--- config.mk ---
export PLATFORM = sky130hd
export DESIGN_NAME = fetch_stage
export DESIGN_NICKNAME = d
export VERILOG_FILES = /design/src/rtl/fetch_stage_pkg.sv /design/src/rtl/fetch_stage_branch_cmp.sv /design/src/rtl/fetch_stage.sv
export SDC_FILE = /design/constraint.sdc
export NUM_CORES = 1
export LEC_CHECK = 0
export CAP_MARGIN = 10
export CORE_ASPECT_RATIO = 1.1
export CORE_UTILIZATION = 41
export CTS_BUF_LIST = sky130_fd_sc_hd__clkbuf_16
export CTS_CLUSTER_SIZE = 30
export DETAILED_ROUTE_END_ITERATION = 16
export GPL_TIMING_DRIVEN = 0
export PLACE_DENSITY = 0.87
export SLEW_MARGIN = 10
export SYNTH_ARGS = -nofsm -noshare
export SYNTH_HDL_FRONTEND = slang
export SYNTH_SLANG_ARGS = --single-unit
export TNS_END_PERCENT = 50
--- constraint.sdc ---
create_clock -name clk -period 3 [get_ports clk]
set_input_delay 0.3 -clock clk [delete_from_list [all_inputs] [get_ports clk]]
set_output_delay 0.3 -clock clk [all_outputs]
set_load 0.02 [all_outputs]
--- src/rtl/fetch_stage_pkg.sv ---
// Shared fetch/decode constants.
//
// Holds the next-PC selector and branch-compare encodings. The decoder drives
// npcMode/cmpMode with these values, and the fetch stage decodes them here.
// Also holds the reset PC default and small helpers for the PC datapath.
package fetch_stage_pkg;

  localparam int XLEN = 32;

  // Next-PC source select, which is 3 bits wide on the wire.
  // Codes 4..7 are reserved and behave like NPC_PC4.
  localparam logic [2:0] NPC_PC4    = 3'd0;
  localparam logic [2:0] NPC_BRANCH = 3'd1;
  localparam logic [2:0] NPC_JUMP   = 3'd2;  // j / jal
  localparam logic [2:0] NPC_JR     = 3'd3;

  // Branch condition select, which is 2 bits wide on the wire.
  localparam logic [1:0] CMP_EQ  = 2'd0;  // beq
  localparam logic [1:0] CMP_NE  = 2'd1;  // bne
  localparam logic [1:0] CMP_LEZ = 2'd2;  // blez
  localparam logic [1:0] CMP_GTZ = 2'd3;  // bgtz

  localparam logic [XLEN-1:0] DEFAULT_RESET_PC = 32'h0000_3000;

  // Word offset of a branch: sign-extend imm16, then shift left by two.
  function automatic logic [XLEN-1:0] branch_offset(input logic [15:0] imm16);
    return {{14{imm16[15]}}, imm16, 2'b00};
  endfunction

  // Target of j/jal: the 256 MB region comes from the PC of the jump itself.
  function automatic logic [XLEN-1:0] jump_target(input logic [XLEN-1:0] pc,
                                                  input logic [25:0]     instr_index);
    return {pc[31:28], instr_index, 2'b00};
  endfunction

endpackage

--- src/rtl/fetch_stage_branch_cmp.sv ---
// Branch condition evaluator for the D-stage redirect decision.
//
// Ports:
//   rsVal   - forwarded rs operand
//   rtVal   - forwarded rt operand (used only by EQ and NE)
//   cmpMode - condition select (CMP_EQ / CMP_NE / CMP_LEZ / CMP_GTZ)
//   taken   - 1 when the selected condition holds
//
// All comparisons are signed 32-bit. LEZ and GTZ test rs against zero only.
module branch_cmp
  import fetch_stage_pkg::*;
(
  input  logic [XLEN-1:0] rsVal,
  input  logic [XLEN-1:0] rtVal,
  input  logic [1:0]      cmpMode,
  output logic            taken
);

  logic rs_is_zero;
  logic rs_is_neg;

  // Zero and sign flags are enough for both compares against zero.
  assign rs_is_zero = (rsVal == '0);
  assign rs_is_neg  = rsVal[XLEN-1];

  always_comb begin
    taken = 1'b0;
    case (cmpMode)
      CMP_EQ:  taken = (rsVal == rtVal);
      CMP_NE:  taken = (rsVal != rtVal);
      CMP_LEZ: taken = rs_is_neg || rs_is_zero;
      CMP_GTZ: taken = !rs_is_neg && !rs_is_zero;
      default: taken = 1'b0;
    endcase
  end

endmodule

--- src/rtl/fetch_stage.sv ---
// Instruction fetch stage: the PC register and the next-PC selection.
//
// Ports:
//   clk, reset    - rising-edge clock and synchronous active-high reset
//   stall         - hazard hold; the PC keeps its value at this edge
//   instr_D       - instruction in D; bits [25:0] give the jump index
//   PC_D          - PC of the instruction in D
//   imm16_D       - branch offset decoded in D
//   npcMode       - next-PC source (NPC_* codes; 4..7 behave as PC+4)
//   cmpMode       - branch condition (CMP_* codes)
//   rsVal_D       - forwarded rs value, used for compares and jr
//   rtVal_D       - forwarded rt value, used for compares
//   i_inst_addr   - instruction memory address (equals PC_F)
//   i_inst_rdata  - instruction memory data, combinational from i_inst_addr
//   instr_F       - fetched instruction passed to the D register
//   PC_F          - current fetch PC passed to the D register
//   branch_taken  - the D-stage redirect decision for this cycle
//
// Control flow has one delay slot. The word fetched during a redirect is
// PC_D+4, and it moves into D unchanged. The redirect only changes which PC
// loads at the next edge. PC_F is the only state in this stage.
module fetch_stage
  import fetch_stage_pkg::*;
#(
  parameter logic [XLEN-1:0] RESET_PC = DEFAULT_RESET_PC
) (
  input  logic            clk,
  input  logic            reset,
  input  logic            stall,
  input  logic [XLEN-1:0] instr_D,
  input  logic [XLEN-1:0] PC_D,
  input  logic [15:0]     imm16_D,
  input  logic [2:0]      npcMode,
  input  logic [1:0]      cmpMode,
  input  logic [XLEN-1:0] rsVal_D,
  input  logic [XLEN-1:0] rtVal_D,
  output logic [XLEN-1:0] i_inst_addr,
  input  logic [XLEN-1:0] i_inst_rdata,
  output logic [XLEN-1:0] instr_F,
  output logic [XLEN-1:0] PC_F,
  output logic            branch_taken
);

  logic [XLEN-1:0] pc_q;
  logic [XLEN-1:0] pc_plus4;
  logic [XLEN-1:0] branch_target;
  logic [XLEN-1:0] npc;
  logic            cond_true;

  // The opcode field of instr_D is decoded elsewhere. Only the index is used here.
  logic unused_instr_opcode;
  assign unused_instr_opcode = ^instr_D[31:26];

  branch_cmp u_branch_cmp (
    .rsVal   (rsVal_D),
    .rtVal   (rtVal_D),
    .cmpMode (cmpMode),
    .taken   (cond_true)
  );

  // The fall-through path uses PC_F. The branch target is relative to the
  // branch in D. Both additions wrap naturally at 32 bits.
  assign pc_plus4      = pc_q + 32'd4;
  assign branch_target = PC_D + 32'd4 + branch_offset(imm16_D);

  always_comb begin
    npc          = pc_plus4;
    branch_taken = 1'b0;
    case (npcMode)
      NPC_BRANCH: begin
        branch_taken = cond_true;
        if (cond_true) npc = branch_target;
      end
      NPC_JUMP: begin
        branch_taken = 1'b1;
        npc          = jump_target(PC_D, instr_D[25:0]);
      end
      NPC_JR: begin
        // The target is used as-is. A misaligned rs is the program's problem.
        branch_taken = 1'b1;
        npc          = rsVal_D;
      end
      default: begin
        npc          = pc_plus4;
        branch_taken = 1'b0;
      end
    endcase
  end

  // Reset overrides both stall and any pending redirect. On a stall the
  // redirect is not remembered: D holds its instruction, so the same
  // decision is recomputed next cycle.
  always_ff @(posedge clk) begin
    if (reset) begin
      pc_q <= RESET_PC;
    end else if (!stall) begin
      pc_q <= npc;
    end
  end

  assign PC_F        = pc_q;
  assign i_inst_addr = pc_q;
  assign instr_F     = i_inst_rdata;

endmodule

# Word level (Yosys, flattened, before mapping)
# Cells that the tools add are included.
# op_classes
n_reduce_logical	7
add_sub_neg	3
muxes	4
eq_ne	8
# op_table
cell	count
$pmux W32 S3	1
$add A32 B3 Y32 const B	2
$add A32 B32 Y32	1
$eq A32 B32 Y1	1
$logic_not A32 Y1	1
$mux W32	1
$ne A32 B32 Y1	1
$eq A3 B2 Y1 const B	2
$eq A2 B2 Y1 const B	2
$pmux W1 S4	1
$eq A3 B1 Y1 const B	1
$eq A2 B1 Y1 const B	1
$logic_not A1 Y1	2
$logic_not A2 Y1	1
$pmux W1 S2	1
$reduce_or A2 Y1	1
$logic_and A1 B1 Y1	1
$logic_or A1 B1 Y1	1
# totals
reg_bits	32
output_inout_bits	97
elab_cells	23
in_bits	184

# Depth between registers and ports, before layout
# depth
ltp_word	6
mapped_depth	15
mapped_depth_nobuf	15

# Cells and area by module
# A second synthesis with hierarchy kept.
# hier_totals
cells_unflattened	676
area_unflattened_um2	5178.7
# by_module_without_submodules
mod	area_per_inst_um2	cells_each	n_inst	seq_area_each_um2
fetch_stage	4712.0	616	1	640.6
branch_cmp	466.7	60	1	0.0

# Least setup slack after synthesis
# OpenSTA, ideal clock, no wires.
# synth_timing
path_kind	input to register
from	input port PC_D[3]
to	register pc_q[31] (netlist: PC_F[31])
setup_ps	75
t_arrival_ps	2704
slack_ps	221
path_stages	13
n_path_buf	0
required_ps	2925
path_cell_list	ha_1 > ha_1 > inv_1 > fa_1 > nor2b_1 > o31ai_1 > a21oi_1 > o211a_1 > o21ai_1 > a21oi_1 > or4_1 > a211o_1 > a31oi_1
# synth_between
elab_chain_len	4
# synth_lines
item	line_no	source
from (decl)	fetch_stage.sv:31	input logic [XLEN-1:0] PC_D,
$add A32 B3 Y32	fetch_stage.sv:64	assign branch_target = PC_D + 32'd4 + branch_offset(imm16_D);
$add A32 B32 Y32	fetch_stage.sv:64	
$mux W32	fetch_stage.sv:72	if (cond_true) npc = branch_target;
$pmux W32 S3	fetch_stage.sv:69	case (npcMode)
to (signal assigned)	fetch_stage.sv:97	pc_q <= npc;
to (decl)	fetch_stage.sv:44	logic [XLEN-1:0] pc_q;
# Every way passes these cells.
# A chain may end at the register's enable or synchronous reset.

# Worst setup path after layout
# layout_timing
from	input port rsVal_D[6]
to	output port branch_taken
# layout_between
elab_chain_len	5
elab_cells_between_ends	8
cone_classes	eq/ne (2); mux (2); reduce/logical (4)
# layout_lines
item	line_no	source
from (decl)	fetch_stage.sv:35	input logic [XLEN-1:0] rsVal_D,
$logic_not A32 Y1	fetch_stage_branch_cmp.sv:23	assign rs_is_zero = (rsVal == '0);
$logic_not A1 Y1	fetch_stage_branch_cmp.sv:32	CMP_GTZ: taken = !rs_is_neg && !rs_is_zero;
$logic_and A1 B1 Y1	fetch_stage_branch_cmp.sv:32	
$pmux W1 S4 *	fetch_stage_branch_cmp.sv:28	case (cmpMode)
$pmux W1 S2 *	fetch_stage.sv:69	
to (decl)	fetch_stage.sv:41	output logic branch_taken
# Mark *: on every way between the ends. The rest lies on a longest branch, timed or not.

==> flow_metrics.py <==
metrics = {
    "run_status": {
        "outcome": "completed",
    },
    "global_route": {
        "grt_max_degree": 16,
        "grt_pass1_wl_um": 30700,
        "globalRoute.totalOverflow": 0,
        "first_global_vias": 5938,
        "global_route.usage.total_pct": 30.4,
        "grt_antenna_before_repair": 1,
    },
    "worst_setup_path": {
        "worstSetupEndpointType": "primary output",
        "cpMaxStageDelayCell": "sky130_fd_sc_hd__clkdlybuf4s50_1",
        "worst-endpoint-arrival_ns": 2.64,
        "cp.buffers_inverters": 3,
        "timing.critical_path.from_type": "input port",
        "timing.critical_path.slowest_cell_delay_ns": 0.49,
        "worstPathCellList": "clkdlybuf4s50_1, nor4_2, nand4_1, o21bai_1, a21oi_1, a2111oi_4, nor2_4, inv_1, buf_2",
        "crit_path_category": "in -> out",
        "cp_top_family": "buffers and inverters",
        "start_point_of_the_critical_path": "rsVal_D[6]",
        "r2r-start": "PC_F[12]",
        "required_time_of_the_worst_setup_path_ns": 2.70,
        "path_max_fanout": 10,
    },
    "finish": {
        "finished_layout_cell_area_um2": 8620,
        "final.fill_count": 937,
        "largest_reg_flops": 32,
        "final_core_utilization_pct": 71.0,
        "storage_element_area_um2": 641,
        "multi_input_area_um2": 4460,
        "final_cell_count_no_fill": 1088,
        "layout.nets": 1175,
        "area_growth_syn_to_layout_pct": 66.8,
        "post_route_cells_drive_above_1_share_pct": 18.0,
    },
    "pwr": {
        "powerDensity_nw_per_um2": 278,
        "switchingPower_uw": 921,
        "power_switching_share_pct": 38.4,
        "total_leakage_power_uw": 0.00353,
        "internal_power_uw": 1480,
        "vdd.ir_drop.worst_mv": 0.234,
        "clock_power_share_pct": 21.0,
        "part_of_the_power_in_registers_pct": 20.2,
        "power.combinational.fraction_pct": 58.7,
        "post-layout-total-power_uw": 2400,
    },
    "clock_network": {
        "worstSkewPairLatency_ns": 0.28,
        "ctsHoldBuffers": 0,
        "cts-root-buf": "sky130_fd_sc_hd__clkbuf_16",
        "cts_max_path_buffers": 2,
        "cts_inserted_buffers": 5,
        "cts_htree_levels": 2,
        "clk_transition_reported_paths_ns": 0.06,
        "tritoncts_clock_tree": "done",
        "clock-sinks": 32,
    },
    "timing": {
        "number_of_setup_violations_in_the_final_report": 0,
        "minimum_period_implied_by_the_final_worst_setup_slack_ns": 2.94,
        "setup_slack_ns": 0.0600,
        "max_slew_margin_pct": 38.1,
        "clock_skew_ns": 0.00733,
        "post-route-period-util_pct": 98.0,
        "drv_slew": 0,
        "hold_viol_final": 0,
        "fmaxAchievable_mhz": 340,
        "rsz0062_at_grt": "yes",
        "worst_slew_pin_slew_ns": 0.929,
    },
    "synthesis": {
        "post-synth-top-count-cell": "sky130_fd_sc_hd__buf_4",
        "synth_top_area_share_pct": 14.0,
        "netlist_instances": 673,
        "synth.yosys.warnings": 0,
        "yosys.area.top_type": "sky130_fd_sc_hd__ha_1",
        "post_synth_num_cell_types": 69,
        "synth-main-ff-cell": "sky130_fd_sc_hd__dfxtp_1",
        "synth_edf_count": 0,
        "synth_top_cells_by_area": "sky130_fd_sc_hd__ha_1, sky130_fd_sc_hd__dfxtp_1, sky130_fd_sc_hd__xnor2_1, sky130_fd_sc_hd__buf_4, sky130_fd_sc_hd__a21oi_1",
        "mappedNetlistNets": 916,
        "async_reset_ff_share_pct": 0,
        "synth_common_cells": "sky130_fd_sc_hd__buf_4, sky130_fd_sc_hd__ha_1, sky130_fd_sc_hd__xnor2_1, sky130_fd_sc_hd__a21oi_1, sky130_fd_sc_hd__nor2_1",
        "proportion_of_synthesized_chip_area_in_sequential_cells_pct": 12.4,
        "synth_seq_cells": 32,
        "synth_area_per_cell_um2": 7.68,
        "syn_area_um2": 5170,
    },
    "die": {
        "dieHeight_um": 120,
        "die-area_um2": 13100,
        "top_level_i_o_count": 281,
        "die_w_um": 109,
        "std_cell_rows": 42,
        "core_region_area_um2": 12100,
        "initial_core_util_pct": 42.6,
    },
    "placement": {
        "place_area_um2": 7780,
        "dpl.cell_count": 1068,
        "post_place_setup_slack_ns": -1.01,
        "place_hpwl_um": 16600,
        "finalWeightedCongestion": 0.968,
        "port_buffers": 241,
    },
    "job": {
        "max_cap_viol_count": 0,
    },
    "route": {
        "route.antenna.remaining_nets": 0,
        "number_of_drc_violations_after_detailed_routing_iteration_0": 466,
        "number_of_search_and_repair_iterations_in_the_first_detailed_routing_pass": 6,
        "drc": 0,
        "wl_per_cell_um": 19.3,
        "detailed_route_vias_per_instance": 5.80,
        "drt_wl_total_um": 21000,
        "num_vias": 6308,
    },
    "min_path": {
        "min_path_type": "in -> reg",
        "hold_path.startpoint": "rsVal_D[24]",
    },
}
==> cell type report <==
| cell class | instances | area share [%] |
|---|---|---|
| Inverter | 22 | 0.958 |
| Antenna cell | 1 | 0.0290 |
| Buffer | 82 | 6.41 |
| Clock inverter | 3 | 0.160 |
| Tap cell | 154 | 2.23 |
| Multi-Input combinational cell | 533 | 51.7 |
| Sequential cell | 32 | 7.43 |
| Clock buffer | 5 | 1.45 |
| Timing Repair Buffer | 256 | 29.7 |
==> path summary, 6_finish.rpt <==
path / end / slack, ns / depth (start not counted)
setup reg to reg: PC_F[29] / 0.32 / 10
hold / removal: PC_F[24] / 0.49 / 3
hold reg to reg: PC_F[1] / 0.53 / 2
setup / recovery: branch_taken / 0.06 / 9
==> power groups by stage <==
| stage | registers, uW | clock network (uW) | logic, uW |
|---|---|---|---|
| 6_report | 485 | 505 | 1410 |
| 5_1_grt | 488 | 512 | 1500 |
| 4_1_cts | 485 | 497 | 1320 |
| 3_5_place_dp | 494 | 0 | 1210 |
| 3_3_place_gp | 494 | 0 | 1190 |
| 2_1_floorplan | 507 | 0 | 681 |
==> worst reg2reg max path, delay by kind of cell, from the launching register on <==
kind                   cells  cell delay (ns)
AO/OA/AOI/OAI              3             0.70
XOR/XNOR                   1             0.13
buffers and inverters      1             0.22
flip-flops                 1             0.40
AND/OR/NAND/NOR            5             1.16
==> layer usage <==
metal,vias to the layer above,track usage [%],wire length [um]
met4,0,10.6,660
met2,421,54.8,10300
met1,2877,35.7,7740
li1,2948,-,-
met3,62,4.89,2320
met5,-,0,0
==> cells in the final DEF (no fill, tap or decap), types with 20 or more instances in the layout <==
master / netlist / layout
sky130_fd_sc_hd__xnor2_1: 55 / 52
sky130_fd_sc_hd__dlymetal6s2s_1: 0 / 23
sky130_fd_sc_hd__nor2_1: 45 / 45
sky130_fd_sc_hd__dfxtp_1: 32 / 32
sky130_fd_sc_hd__a21oi_1: 50 / 44
sky130_fd_sc_hd__mux2i_1: 23 / 23
sky130_fd_sc_hd__buf_4: 64 / 79
sky130_fd_sc_hd__ha_4: 0 / 29
sky130_fd_sc_hd__nand2_1: 36 / 36
sky130_fd_sc_hd__ha_1: 58 / 25
sky130_fd_sc_hd__clkdlybuf4s50_1: 0 / 198
sky130_fd_sc_hd__nand3_1: 23 / 21
sky130_fd_sc_hd__xor2_1: 20 / 20
==> metrics by stage <==
| step | hold WS (ns) | TNS [ns] |
|---|---|---|
| 2_1_floorplan | 0.453 | 0 |
| 3_3_place_gp | 0.518 | -12.68 |
| 3_5_place_dp | 0.522 | -15.11 |
| 4_1_cts | 0.529 | 0 |
| 5_1_grt | 0.536 | -0.0480 |
| 6_report | 0.491 | 0 |
==> cell families (layout without fill, tap and decap cells) <==
| family | Yosys count | after routing | synth area share [%] |
|---|---|---|---|
| and+or+nand+nor | 197 | 197 | 19.6 |
| AOI/OAI and AO/OA | 178 | 178 | 23.6 |
| buffers and inverters | 108 | 368 | 12.6 |
| xor gates and xnor gates | 75 | 75 | 12.7 |
| adders and majority gates | 59 | 59 | 14.4 |
| DFF | 32 | 32 | 12.4 |
| muxes | 24 | 24 | 4.67 |
| other | 0 | 1 | 0 |
==> repair_timing <==
action                                 CTS  global route
setup buffers                           11             4
gates resized for setup                 81            54
pin swaps                               36            26
setup endpoints to repair               28            26
endpoints found under the hold margin    0             0
No activity file was read; power rests on OpenSTA's default activity.
